$ cat src/rtl/instruction_fetch_unit_if.sv
// Fetch-stage bus bundle. It groups the instruction-memory address/data pair,
// the branch redirect request from execute and the valid/ready handshake
// toward decode.
//   master : the fetch unit side. It drives IMEM_ADDR, INSTR_OUT, PC_OUT and VALID_OUT.
//   slave  : the environment side (memory, execute, decode). It drives the other signals.
interface instruction_fetch_unit_if;
  logic [63:0] IMEM_ADDR;
  logic [31:0] IMEM_DATA;
  logic        BRANCH_TAKEN;
  logic [63:0] BRANCH_TARGET;
  logic [31:0] INSTR_OUT;
  logic [63:0] PC_OUT;
  logic        VALID_OUT;
  logic        READY_IN;

  modport master (
    output IMEM_ADDR,
    input  IMEM_DATA,
    input  BRANCH_TAKEN,
    input  BRANCH_TARGET,
    output INSTR_OUT,
    output PC_OUT,
    output VALID_OUT,
    input  READY_IN
  );

  modport slave (
    input  IMEM_ADDR,
    output IMEM_DATA,
    output BRANCH_TAKEN,
    output BRANCH_TARGET,
    input  INSTR_OUT,
    input  PC_OUT,
    input  VALID_OUT,
    output READY_IN
  );
endinterface

$ cat src/rtl/instruction_fetch_unit.sv
// Program counter and fetch buffer stage. The stage sits directly in front of
// a combinational instruction memory. Each cycle it presents the PC on
// IMEM_ADDR. When the stage accepts a fetch, it queues the returned word
// together with its PC in a DEPTH-entry FIFO and advances the PC by 4. Decode
// drains the FIFO head through VALID_OUT/READY_IN. A taken branch flushes the
// FIFO and restarts fetch at the word-aligned target.
// Ports:
//   CLK  : single clock. All state updates on the rising edge.
//   RST  : synchronous active-high reset. It dominates redirect and handshake.
//   bus  : instruction_fetch_unit_if.master. It carries the memory, redirect and decode signals.
// Parameters:
//   RESET_PC : PC loaded on reset. It must be 4-aligned.
//   DEPTH    : number of FIFO entries. It must be a power of two and at least 2.
module instruction_fetch_unit #(
  parameter logic [63:0] RESET_PC = 64'h0,
  parameter int          DEPTH    = 2
) (
  input logic                     CLK,
  input logic                     RST,
  instruction_fetch_unit_if.master bus
);

  localparam int PTR_W = $clog2(DEPTH);
  localparam int CNT_W = PTR_W + 1;
  localparam logic [CNT_W-1:0] FULL_CNT = CNT_W'(DEPTH);

  logic [63:0]      pc_q, pc_d;
  logic [PTR_W-1:0] wr_ptr_q, wr_ptr_d;
  logic [PTR_W-1:0] rd_ptr_q, rd_ptr_d;
  logic [CNT_W-1:0] count_q, count_d;
  logic [63:0]      fifo_pc_q    [DEPTH];
  logic [63:0]      fifo_pc_d    [DEPTH];
  logic [31:0]      fifo_instr_q [DEPTH];
  logic [31:0]      fifo_instr_d [DEPTH];

  logic valid;
  logic pop;
  logic push;

  always_comb begin
    valid = (count_q != '0);
    pop   = valid & bus.READY_IN;
    // A full FIFO can still accept a fetch when the head leaves on the same edge.
    push  = ~bus.BRANCH_TAKEN & ((count_q < FULL_CNT) | pop);

    // NOTE: every signal gets a default before any branch. Without a default,
    // a path that skips the assignment would infer a latch.
    pc_d         = pc_q;
    wr_ptr_d     = wr_ptr_q;
    rd_ptr_d     = rd_ptr_q;
    count_d      = count_q;
    fifo_pc_d    = fifo_pc_q;
    fifo_instr_d = fifo_instr_q;

    if (bus.BRANCH_TAKEN) begin
      // A redirect discards everything. A handshake in this cycle does not
      // consume the head entry.
      pc_d     = bus.BRANCH_TARGET & ~64'h3;
      wr_ptr_d = '0;
      rd_ptr_d = '0;
      count_d  = '0;
    end else begin
      if (push) begin
        fifo_pc_d[wr_ptr_q]    = pc_q;
        fifo_instr_d[wr_ptr_q] = bus.IMEM_DATA;
        wr_ptr_d               = wr_ptr_q + PTR_W'(1);
        pc_d                   = pc_q + 64'd4;   // wraps modulo 2^64
      end
      if (pop) begin
        rd_ptr_d = rd_ptr_q + PTR_W'(1);
      end
      // If a push and a pop happen on the same edge, the count stays the same.
      case ({push, pop})
        2'b10:   count_d = count_q + CNT_W'(1);
        2'b01:   count_d = count_q - CNT_W'(1);
        default: count_d = count_q;
      endcase
    end
  end

  // NOTE: sequential state uses non-blocking assignments. All flops then
  // update together from the values they held before the edge.
  always_ff @(posedge CLK) begin
    if (RST) begin
      pc_q     <= RESET_PC;
      wr_ptr_q <= '0;
      rd_ptr_q <= '0;
      count_q  <= '0;
    end else begin
      pc_q     <= pc_d;
      wr_ptr_q <= wr_ptr_d;
      rd_ptr_q <= rd_ptr_d;
      count_q  <= count_d;
    end
  end

  // NOTE: the FIFO storage has no reset. A zero count masks stale entries,
  // so clearing the array would only add reset fan-out.
  always_ff @(posedge CLK) begin
    fifo_pc_q    <= fifo_pc_d;
    fifo_instr_q <= fifo_instr_d;
  end

  assign bus.IMEM_ADDR = pc_q;
  assign bus.VALID_OUT = valid;
  assign bus.INSTR_OUT = valid ? fifo_instr_q[rd_ptr_q] : 32'h0;
  assign bus.PC_OUT    = valid ? fifo_pc_q[rd_ptr_q]    : 64'h0;

endmodule

$ cat src/flat_wrapper.sv
// flat-port wrapper written by rule: the top's interface ports become plain ports
module instruction_fetch_unit_flat 
#(
  parameter logic [63:0] RESET_PC = 64'h0,
  parameter int          DEPTH    = 2
)
  (CLK, RST, bus_IMEM_ADDR, bus_IMEM_DATA, bus_BRANCH_TAKEN, bus_BRANCH_TARGET, bus_INSTR_OUT, bus_PC_OUT, bus_VALID_OUT, bus_READY_IN);
  instruction_fetch_unit_if bus_i ();
  input logic CLK;
  input logic RST;
  output wire logic [$bits(bus_i.IMEM_ADDR)-1:0] bus_IMEM_ADDR;
  input wire logic [$bits(bus_i.IMEM_DATA)-1:0] bus_IMEM_DATA;
  input wire logic [$bits(bus_i.BRANCH_TAKEN)-1:0] bus_BRANCH_TAKEN;
  input wire logic [$bits(bus_i.BRANCH_TARGET)-1:0] bus_BRANCH_TARGET;
  output wire logic [$bits(bus_i.INSTR_OUT)-1:0] bus_INSTR_OUT;
  output wire logic [$bits(bus_i.PC_OUT)-1:0] bus_PC_OUT;
  output wire logic [$bits(bus_i.VALID_OUT)-1:0] bus_VALID_OUT;
  input wire logic [$bits(bus_i.READY_IN)-1:0] bus_READY_IN;
  assign bus_IMEM_ADDR = bus_i.IMEM_ADDR;
  assign bus_i.IMEM_DATA = bus_IMEM_DATA;
  assign bus_i.BRANCH_TAKEN = bus_BRANCH_TAKEN;
  assign bus_i.BRANCH_TARGET = bus_BRANCH_TARGET;
  assign bus_INSTR_OUT = bus_i.INSTR_OUT;
  assign bus_PC_OUT = bus_i.PC_OUT;
  assign bus_VALID_OUT = bus_i.VALID_OUT;
  assign bus_i.READY_IN = bus_READY_IN;
  instruction_fetch_unit #(.RESET_PC(RESET_PC), .DEPTH(DEPTH)) u_core (.CLK(CLK), .RST(RST), .bus(bus_i));
endmodule
$ cat config.mk
export PLATFORM = sky130hd
export DESIGN_NAME = instruction_fetch_unit_flat
export DESIGN_NICKNAME = d
export VERILOG_FILES = /design/src/rtl/instruction_fetch_unit_if.sv /design/src/rtl/instruction_fetch_unit.sv /design/src/flat_wrapper.sv
export SDC_FILE = /design/constraint.sdc
export NUM_CORES = 1
export LEC_CHECK = 0
export CAP_MARGIN = 0
export CORE_MARGIN = 2
export CORE_UTILIZATION = 50
export CTS_CLUSTER_SIZE = 10
export DETAILED_ROUTE_END_ITERATION = 10
export PLACE_DENSITY = 0.8
export SYNTH_ARGS = -nofsm -noshare
export SYNTH_HDL_FRONTEND = slang
export SYNTH_SLANG_ARGS = --single-unit
$ cat constraint.sdc
create_clock -name CLK -period 12.3 [get_ports CLK]
set_input_delay 3.69 -clock CLK [delete_from_list [all_inputs] [get_ports CLK]]
set_output_delay 3.69 -clock CLK [all_outputs]
set_load 0.02 [all_outputs]
==> results of run 1 <==
-- layout make-up --
class,instances,area share [%]
antenna,2,0.03426
clock buffer,52,5.558
clock inverter,2,0.08565
inverter,18,0.4625
multi-input combinational,577,25.95
sequential,254,47.71
tap,280,2.398
timing repair buffer,263,17.80
-- metal layers --
metal | track usage (%) | vias to the layer above | wire length (µm)
met1 | 31.65 | 3951 | 12250
met2 | 37.88 | 317 | 13390
met4 | 7.937 | 2 | 814
met5 | 0 | - | 13
li1 | - | 3896 | -
met3 | 5.518 | 55 | 2087
-- registers in the layout, indices dropped and copies added (netlist names) --
| signal | cells |
|---|---|
| u_core.bus.IMEM_ADDR | 62 |
| u_core.count_q | 2 |
| u_core.wr_ptr_q | 1 |
| u_core.fifo_instr_q | 64 |
| u_core.fifo_pc_q | 124 |
| u_core.rd_ptr_q | 1 |
-- worst max-delay path, stage by stage, from the launching register on --
cell and delay [ps]:
dfxtp_4 900, buf_4 830, mux2i_1 390, nor2_1 70, clkdlybuf4s50_1 580
-- synthesized netlist by cell type, types with 6 or more instances --
| master | n |
|---|---|
| edfxtp_1 | 188 |
| nor2_1 | 147 |
| mux2i_1 | 98 |
| dfxtp_1 | 66 |
| clkbuf_1 | 43 |
| nand2_1 | 41 |
| nand3_1 | 33 |
| xnor2_1 | 27 |
| a211oi_1 | 24 |
| nor4_1 | 22 |
| nand4_1 | 20 |
| nor3_1 | 19 |
| inv_1 | 17 |
| o21ai_0 | 14 |
| a311oi_1 | 11 |
| buf_1 | 11 |
| a2111oi_0 | 9 |
| nor4b_1 | 9 |
| a21oi_1 | 8 |
| and4_1 | 8 |
| or4_1 | 8 |
| o31ai_1 | 7 |
| xor2_1 | 7 |
| and3_1 | 6 |
-- logic make-up after synthesis --
| group | after synthesis | share of synthesized area, % |
|---|---|---|
| xor+xnor | 34 | 2.698 |
| mux | 98 | 8.888 |
| compound gates | 94 | 6.473 |
| flops | 254 | 63.12 |
| fa+ha+maj | 2 | 0.2267 |
| other cells | 1 | 0.03398 |
| buf+inv | 78 | 2.811 |
| simple gates | 345 | 15.75 |
-- power breakdown --
part,internal (W),switching (W)
Sequential,0.000973,0.0000398
Combinational,0.000112,0.000124
Clock,0.000441,0.000318
Total,0.00153,0.000482
-- stage by stage --
stage	util (%)	std cells	hold slack [ps]	area (µm²)	total power (W)
global route	67.14	1447	529.1	14610	0.002083
finish	67.15	1448	515.8	14610	0.002008
global placement	63.34	1392	491.1	13780	0.001260
floorplan	-	909	527.7	11050	0.001143
detailed placement	63.34	1392	492.0	13780	0.001268
CTS	67.13	1446	513.7	14600	0.002022
-- path summary, 6_finish.rpt --
check                                                to                                  start
setup / recovery                       bus_INSTR_OUT[7]           u_core.rd_ptr_q$_SDFFE_PP0P_
hold / removal          u_core.fifo_pc_q[127]$_DFFE_PP_  u_core.bus.IMEM_ADDR[63]$_SDFFE_PP0P_
setup reg to reg  u_core.bus.IMEM_ADDR[63]$_SDFFE_PP0P_   u_core.bus.IMEM_ADDR[4]$_SDFFE_PP0P_
hold reg to reg         u_core.fifo_pc_q[127]$_DFFE_PP_  u_core.bus.IMEM_ADDR[63]$_SDFFE_PP0P_
==> impl_metrics.tcl, run 1 <==
set metrics [dict create \
    htreeDepth 1 \
    crit_arrival_ps 3330 \
    power.density_nw_per_um2 137.4 \
    clockBufferDepth 3 \
    post_cts_buffers 0 \
    synth-edff-count 188 \
    synth.distinct_cells 51 \
    dr.pass1.iters 5 \
    tns_ps 0 \
    tightest_slew_ps 1104 \
    fin_skew_ps 15.62 \
    min_path_type "reg -> reg" \
    die_h_um 152.6 \
    syn_area_um2 11040 \
    synth_top_cell_area_share_pct 51.15 \
    routed_wl_um 28560 \
    synth_seq_cells 254 \
    wl_per_cell_um 19.72 \
    place_ws_ps 5542 \
    core_area_um2 21760 \
    rsz0062_at_grt "false" \
    post-route-period-util_pct 57.09 \
    cp-end-kind "output port" \
    criticalPathCategory "reg -> out" \
    cts_resized 0 \
    grt_pass1_wl_um 43920 \
    fin_nets 1245 \
    syn-instance-count 906 \
    clk_pin_slew_worst_paths_ps 60 \
    root_buffer "clkbuf_16" \
    multiInputGateArea_um2 3791 \
    ys_warn_count 0 \
    gp_congestion 0.8324 \
    die_w_um 152.6 \
    cp-start-kind "flop" \
    fillers 1623 \
    mostFrequentLayoutCells "clkdlybuf4s50_1, edfxtp_1, nor2_1" \
    drc_errors 0 \
    syn_avg_cell_area_um2 12.18 \
    cts_inserted_buffers 29 \
    hpwl_um 18530 \
    dieArea_um2 23280 \
    reg2reg_depth 5 \
    antenna_found_initial 3 \
    timing.final.max_slew_violations 0 \
    slew_headroom_pct 26.40 \
    cp_max_fo 52 \
    synthTopCellsByArea "edfxtp_1, dfxtp_1, mux2i_1" \
    grt_pass1_vias 7920 \
    yosys_most_used_dff "edfxtp_1" \
    final_antenna_net_count 0 \
    min_period_ps 7022 \
    overflow 0 \
    ys_seq_area_share_pct 63.12 \
    final-setup-viol-count 0 \
    via_count 8221 \
    regArea_um2 6970 \
    via_per_inst 5.677 \
    fin_ws_ps 5278 \
    drt_iter0_markers 693 \
    insertion_delay_ps 540 \
    clkSinkCount 254 \
    portBuffers 254 \
    status "completed" \
    vdd_drop_max_mv 0.09492 \
    grt_use_total_pct 23.53 \
    p_leak_nw 4.680 \
    fmax_ghz 0.1424 \
    core.rowCount 54 \
    grt_start_max_net_pins 96 \
    async_flop_share_pct 0 \
    ctsHoldBuffers 0 \
    layout-drive-gt1-share_pct 5.232 \
    hold_depth 0 \
    io_pins 261 \
    required_ps 8610 \
    hold_viol_final 0 \
    final_common_cell "clkdlybuf4s50_1" \
    drv_cap 0 \
    yosysTopAreaCell "edfxtp_1" \
    r2r_setup_slack_ps 9210 \
    syn_to_final_growth_pct 32.37 \
    initial_utilization_pct 50.73 \
    cts_tree "yes" \
]
No activity file was read; power rests on OpenSTA's default activity.
==> inputs of run 2 (changes only) <==
Clock period 12.3 ns to 6.97 ns, I/O delays scaled along.
==> run 2 against run 1 <==
  * Cell area rose by 0.55%
  * Count of clock-buffer cells in the layout did not move
  * Largest cell class unchanged
  * Final cell count rose by 0.28%
  * Clock skew fell by 5.9 ps
  * Worst hold slack got worse by 0.56 ps
  * Sequential power rose by 77%
  * Clock power rose by 83%
  * Critical path depth did not move
  * Register-to-register slack got worse by 5300 ps
  * Total power rose by 79%
  * Via count rose by 0.52%
  * Core utilization rose by 0.37 points
==> impl_metrics.tcl, run 2 (synthesis results as in run 1) <==
set metrics [dict create \
    tightest_slew_ps 1061 \
    antenna_found_initial 3 \
    fmax_ghz 0.2020 \
    syn_to_final_growth_pct 33.09 \
    dp.cells 1394 \
    die_h_um 152.6 \
    gp_congestion 0.7877 \
    slew_headroom_pct 29.26 \
    io_pins 261 \
    htreeDepth 1 \
    post-route-period-util_pct 71.04 \
    core_area_um2 21760 \
    core.rowCount 54 \
    cp-end-kind "output port" \
    clockBufferDepth 3 \
    die_w_um 152.6 \
    hpwl_um 18900 \
    min_period_ps 4951 \
    power.density_nw_per_um2 244.8 \
    drt_iter0_markers 691 \
    timing.final.max_slew_violations 0 \
    p_leak_nw 4.723 \
    status "completed" \
    regMostFlops "u_core.fifo_pc_q" \
    fin_nets 1248 \
    grt_pass1_wl_um 45890 \
    criticalPathCategory "reg -> out" \
    crit_arrival_ps 2860 \
    cp_max_fo 36 \
    largest_reg_flops 124 \
    cp-start-kind "flop" \
    insertion_delay_ps 540 \
    p_total_w 0.003595 \
    fin_skew_ps 9.761 \
    initial_utilization_pct 50.73 \
    root_buffer "clkbuf_16" \
    drv_cap 0 \
    layout-drive-gt1-share_pct 5.726 \
    required_ps 4880 \
    post_cts_buffers 0 \
    final_antenna_net_count 0 \
    overflow 0 \
    grt_start_max_net_pins 96 \
    ctsHoldBuffers 0 \
    clkSinkCount 254 \
    rsz0062_at_grt "false" \
    clk_pin_slew_worst_paths_ps 60 \
    via_count 8264 \
    via_per_inst 5.691 \
    dr.pass1.iters 5 \
    vdd_drop_max_mv 0.2261 \
    min_path_type "reg -> reg" \
    dieArea_um2 23280 \
    cts_inserted_buffers 30 \
    portBuffers 254 \
    drc_errors 0 \
    mostFrequentLayoutCells "clkdlybuf4s50_1, edfxtp_1, nor2_1" \
    wl_per_cell_um 19.88 \
    instances_no_fill 1452 \
    tns_ps 0 \
    cp_cell_sequence "buf_4 -> mux2i_1 -> nor2_1 -> clkdlybuf4s50_1" \
    final_common_cell "clkdlybuf4s50_1" \
    cts_resized 0 \
    critPathSlowestCell "dfxtp_4" \
    grt_pass1_vias 8334 \
    cts_tree "yes" \
    final-setup-viol-count 0 \
    grt_use_total_pct 24.31 \
    max_stage_delay_ps 740 \
    hold_viol_final 0 \
    routed_wl_um 28870 \
]
run 2: changes by cell type in the layout (fill, tap and decap cells not counted):
cell,previous run,this run
clkbuf_1,23,21
clkbuf_16,29,30
clkbuf_8,0,1
clkinv_2,0,1
buf_4,9,10
buf_12,0,1
clkinv_8,0,1
run 2: metrics by stage:
stage / util (%) / instance area (µm²) / hold slack (ps) / worst slack, ps
6_report: 67.52 / 14690 / 515.2 / 2019
2_1_floorplan: - / 11050 / 534.4 / 1323
4_1_cts: 67.49 / 14680 / 528.3 / 1982
5_1_grt: 67.52 / 14690 / 542.7 / 1830
3_3_place_gp: 63.46 / 13810 / 492.9 / 1870
3_5_place_dp: 63.46 / 13810 / 507.5 / 1840
run 2: path summary, 6_finish.rpt:
check / from / to / slack [ps] / depth (start not counted)
worst max-delay path: u_core.rd_ptr_q$_SDFFE_PP0P_ / bus_PC_OUT[60] / 2020 / 4
worst min-delay path: u_core.bus.IMEM_ADDR[63]$_SDFFE_PP0P_ / u_core.fifo_pc_q[63]$_DFFE_PP_ / 520 / 0
worst max register to register: u_core.bus.IMEM_ADDR[4]$_SDFFE_PP0P_ / u_core.bus.IMEM_ADDR[63]$_SDFFE_PP0P_ / 3900 / 5
worst min register to register: u_core.bus.IMEM_ADDR[63]$_SDFFE_PP0P_ / u_core.fifo_pc_q[63]$_DFFE_PP_ / 520 / 0
run 2: area by class of cell:
class	count	area (µm²)
fillers	1610	7067
flip-flops and latches	254	6970
multi-input cells	577	3791
repair buffers	265	2628
clock buffers	52	843.3
well taps	280	350.3
inverters	18	67.56
clock inverters	4	33.78
diodes	2	5.005
run 2: power breakdown:
part	switching, W	internal, W	total, W
Clock	0.000574	0.000815	0.00139
Combinational	0.000220	0.000198	0.000419
Sequential	0.0000704	0.00172	0.00179
Total	0.000865	0.00273	0.00360
run 2: worst max-delay path, delay by kind of cell, from the launching register on:
family	cells	cell delay, ps
multiplexers	1	150
AND/OR/NAND/NOR	1	140
buffers and inverters	2	1230
flip-flops	1	740
run 2: metal layers:
layer	wire length [µm]	GRT usage, %	share of wire, %	vias to the layer above
li1	-	-	-	3890
met1	11980	32.32	41	4002
met2	13920	40.10	48	317
met3	2134	5.461	7.4	53
met4	815	7.451	2.8	2
met5	13	0	0.045	-
==> inputs of run 3 (changes only) <==
Clock period 6.97 ns to 5 ns, I/O delays scaled along.
==> run 3 against run 2 <==
  * Sequential share of layout area down 0.16 points
  * Flip-flop and latch count unchanged
  * Critical path depth unchanged
  * Combinational power up 40%
  * Clock skew up 5.6 ps
  * Global-route usage about the same
  * Via count up 0.65%
  * First-iteration DRC count down 12%
  * Sequential power up 39%
  * Routed wire length up 0.40%
  * Die area unchanged
  * Final cell count up 0.28%
  * Highest routed layer unchanged
==> impl_metrics.tcl, run 3 (synthesis results as in run 1) <==
set metrics [dict create \
    status "completed" \
    timing.final.max_slew_violations 0 \
    die_w_um 152.6 \
    post-route-period-util_pct 83.88 \
    hold_depth 0 \
    syn_to_final_growth_pct 33.53 \
    root_buffer "clkbuf_16" \
    clkSinkCount 254 \
    dieArea_um2 23280 \
    regArea_um2 6970 \
    dp.cells 1397 \
    rsz0062_at_grt "false" \
    drv_cap 0 \
    required_ps 3500 \
    clk_pin_slew_worst_paths_ps 60 \
    p_leak_nw 4.742 \
    via_per_inst 5.713 \
    largest_reg_flops 124 \
    fmax_ghz 0.2384 \
    hold_viol_final 0 \
    hpwl_um 19270 \
    dr.pass1.iters 6 \
    via_count 8318 \
    reg2reg_depth 5 \
    cts_tree "yes" \
    overflow 0 \
    multiInputGateArea_um2 3791 \
    cp-end-kind "output port" \
    criticalPathCategory "reg -> out" \
    gp_congestion 0.8160 \
    final-setup-viol-count 0 \
    ctsHoldBuffers 0 \
    io_pins 261 \
    place_area_um2 13850 \
    grt_use_total_pct 24.28 \
    drt_iter0_markers 608 \
    antenna_found_initial 5 \
    final_common_cell "clkdlybuf4s50_1" \
    post-route-cell-area_um2 14740 \
    cts_resized 0 \
    cp_cell_sequence "buf_4 -> mux2i_1 -> nor2_1 -> clkdlybuf4s50_1" \
    drc_errors 0 \
    vdd_drop_max_mv 0.3034 \
    insertion_delay_ps 550 \
    cp-start-kind "flop" \
    max_stage_delay_ps 750 \
    power.density_nw_per_um2 341.2 \
    initial_utilization_pct 50.73 \
    final_antenna_net_count 0 \
    wl_per_cell_um 19.90 \
    fin_nets 1251 \
    cts_inserted_buffers 30 \
    slew_headroom_pct 40.22 \
    timing.rr.end "u_core.bus.IMEM_ADDR[63]$_SDFFE_PP0P_" \
    regMostFlops "u_core.fifo_pc_q" \
    layout-drive-gt1-share_pct 5.882 \
    hold_start "u_core.bus.IMEM_ADDR[63]$_SDFFE_PP0P_" \
    post_cts_buffers 0 \
    cp_max_fo 34 \
    grt_pass1_vias 8070 \
    critPathSlowestCell "dfxtp_4" \
    fillers 1597 \
    mostFrequentLayoutCells "clkdlybuf4s50_1, edfxtp_1, nor2_1" \
    routed_wl_um 28980 \
    grt_start_max_net_pins 96 \
    grt_pass1_wl_um 45170 \
    hold_end "u_core.fifo_pc_q[127]$_DFFE_PP_" \
    core_area_um2 21760 \
    htreeDepth 1 \
    tns_ps 0 \
    crit_arrival_ps 2690 \
    instances_no_fill 1456 \
    clockBufferDepth 3 \
    fin_skew_ps 15.35 \
    core.rowCount 54 \
    reg2reg_from "u_core.bus.IMEM_ADDR[22]$_SDFFE_PP0P_" \
    r2r_setup_slack_ps 1970 \
    portBuffers 254 \
    tightest_slew_ps 896.8 \
    min_period_ps 4194 \
    die_h_um 152.6 \
    min_path_type "reg -> reg" \
]
==> run 3: critical path, delay by kind of cell (launching register included) <==
family	cells	cell delay, ps
buffers and inverters	2	1090
DFF	1	750
muxes	1	140
and+or+nand+nor	1	120
==> run 3: worst max path at each step <==
| stage | startpoint | end | slack (ps) | depth (start not counted) |
|---|---|---|---|---|
| after global routing | u_core.rd_ptr_q$_SDFFE_PP0P_ | bus_INSTR_OUT[21] | 650 | 4 |
| final | u_core.rd_ptr_q$_SDFFE_PP0P_ | bus_INSTR_OUT[21] | 810 | 4 |
| after CTS | u_core.rd_ptr_q$_SDFFE_PP0P_ | bus_INSTR_OUT[21] | 780 | 4 |
| after detailed placement | bus_READY_IN | u_core.bus.IMEM_ADDR[63]$_SDFFE_PP0P_ | 720 | 6 |
| after global placement | bus_READY_IN | u_core.bus.IMEM_ADDR[63]$_SDFFE_PP0P_ | 870 | 6 |
| after floorplan | bus_BRANCH_TAKEN | u_core.fifo_instr_q[32]$_DFFE_PP_ | 40 | 5 |
==> run 3: through the flow <==
| stage | power, W | worst slack [ps] | util, % | hold slack (ps) |
|---|---|---|---|---|
| 3_5_place_dp | 0.003123 | 717.2 | 63.68 | 512.4 |
| 6_report | 0.005029 | 806.1 | 67.74 | 520.2 |
| 4_1_cts | 0.005069 | 780.6 | 67.71 | 525.7 |
| 5_1_grt | 0.005204 | 654.0 | 67.73 | 555.7 |
| 2_1_floorplan | 0.002807 | 41.18 | - | 534.4 |
| 3_3_place_gp | 0.003106 | 871.3 | 63.68 | 496.9 |
==> run 3: cell type report <==
| type | count | area share [%] |
|---|---|---|
| Clock buffer | 54 | 5.773 |
| Clock inverter | 2 | 0.1698 |
| Multi-Input combinational cell | 577 | 25.72 |
| Timing Repair Buffer | 268 | 18.15 |
| Antenna cell | 3 | 0.05094 |
| Tap cell | 280 | 2.377 |
| Inverter | 18 | 0.4584 |
| Sequential cell | 254 | 47.30 |
==> run 3: layer usage <==
layer,vias to the layer above,GRT usage (%),wire (µm)
li1,3904,-,-
met1,4049,32.10,12240
met2,314,40.85,14110
met3,47,5.262,1997
met4,4,6.570,598
met5,-,0,32
==> run 3: where the power goes <==
group	leakage, nW	switching [W]	internal [W]
sequential	2.35	0.0000979	0.00239
clock	0.415	0.000811	0.00114
combinational	1.97	0.000308	0.000280
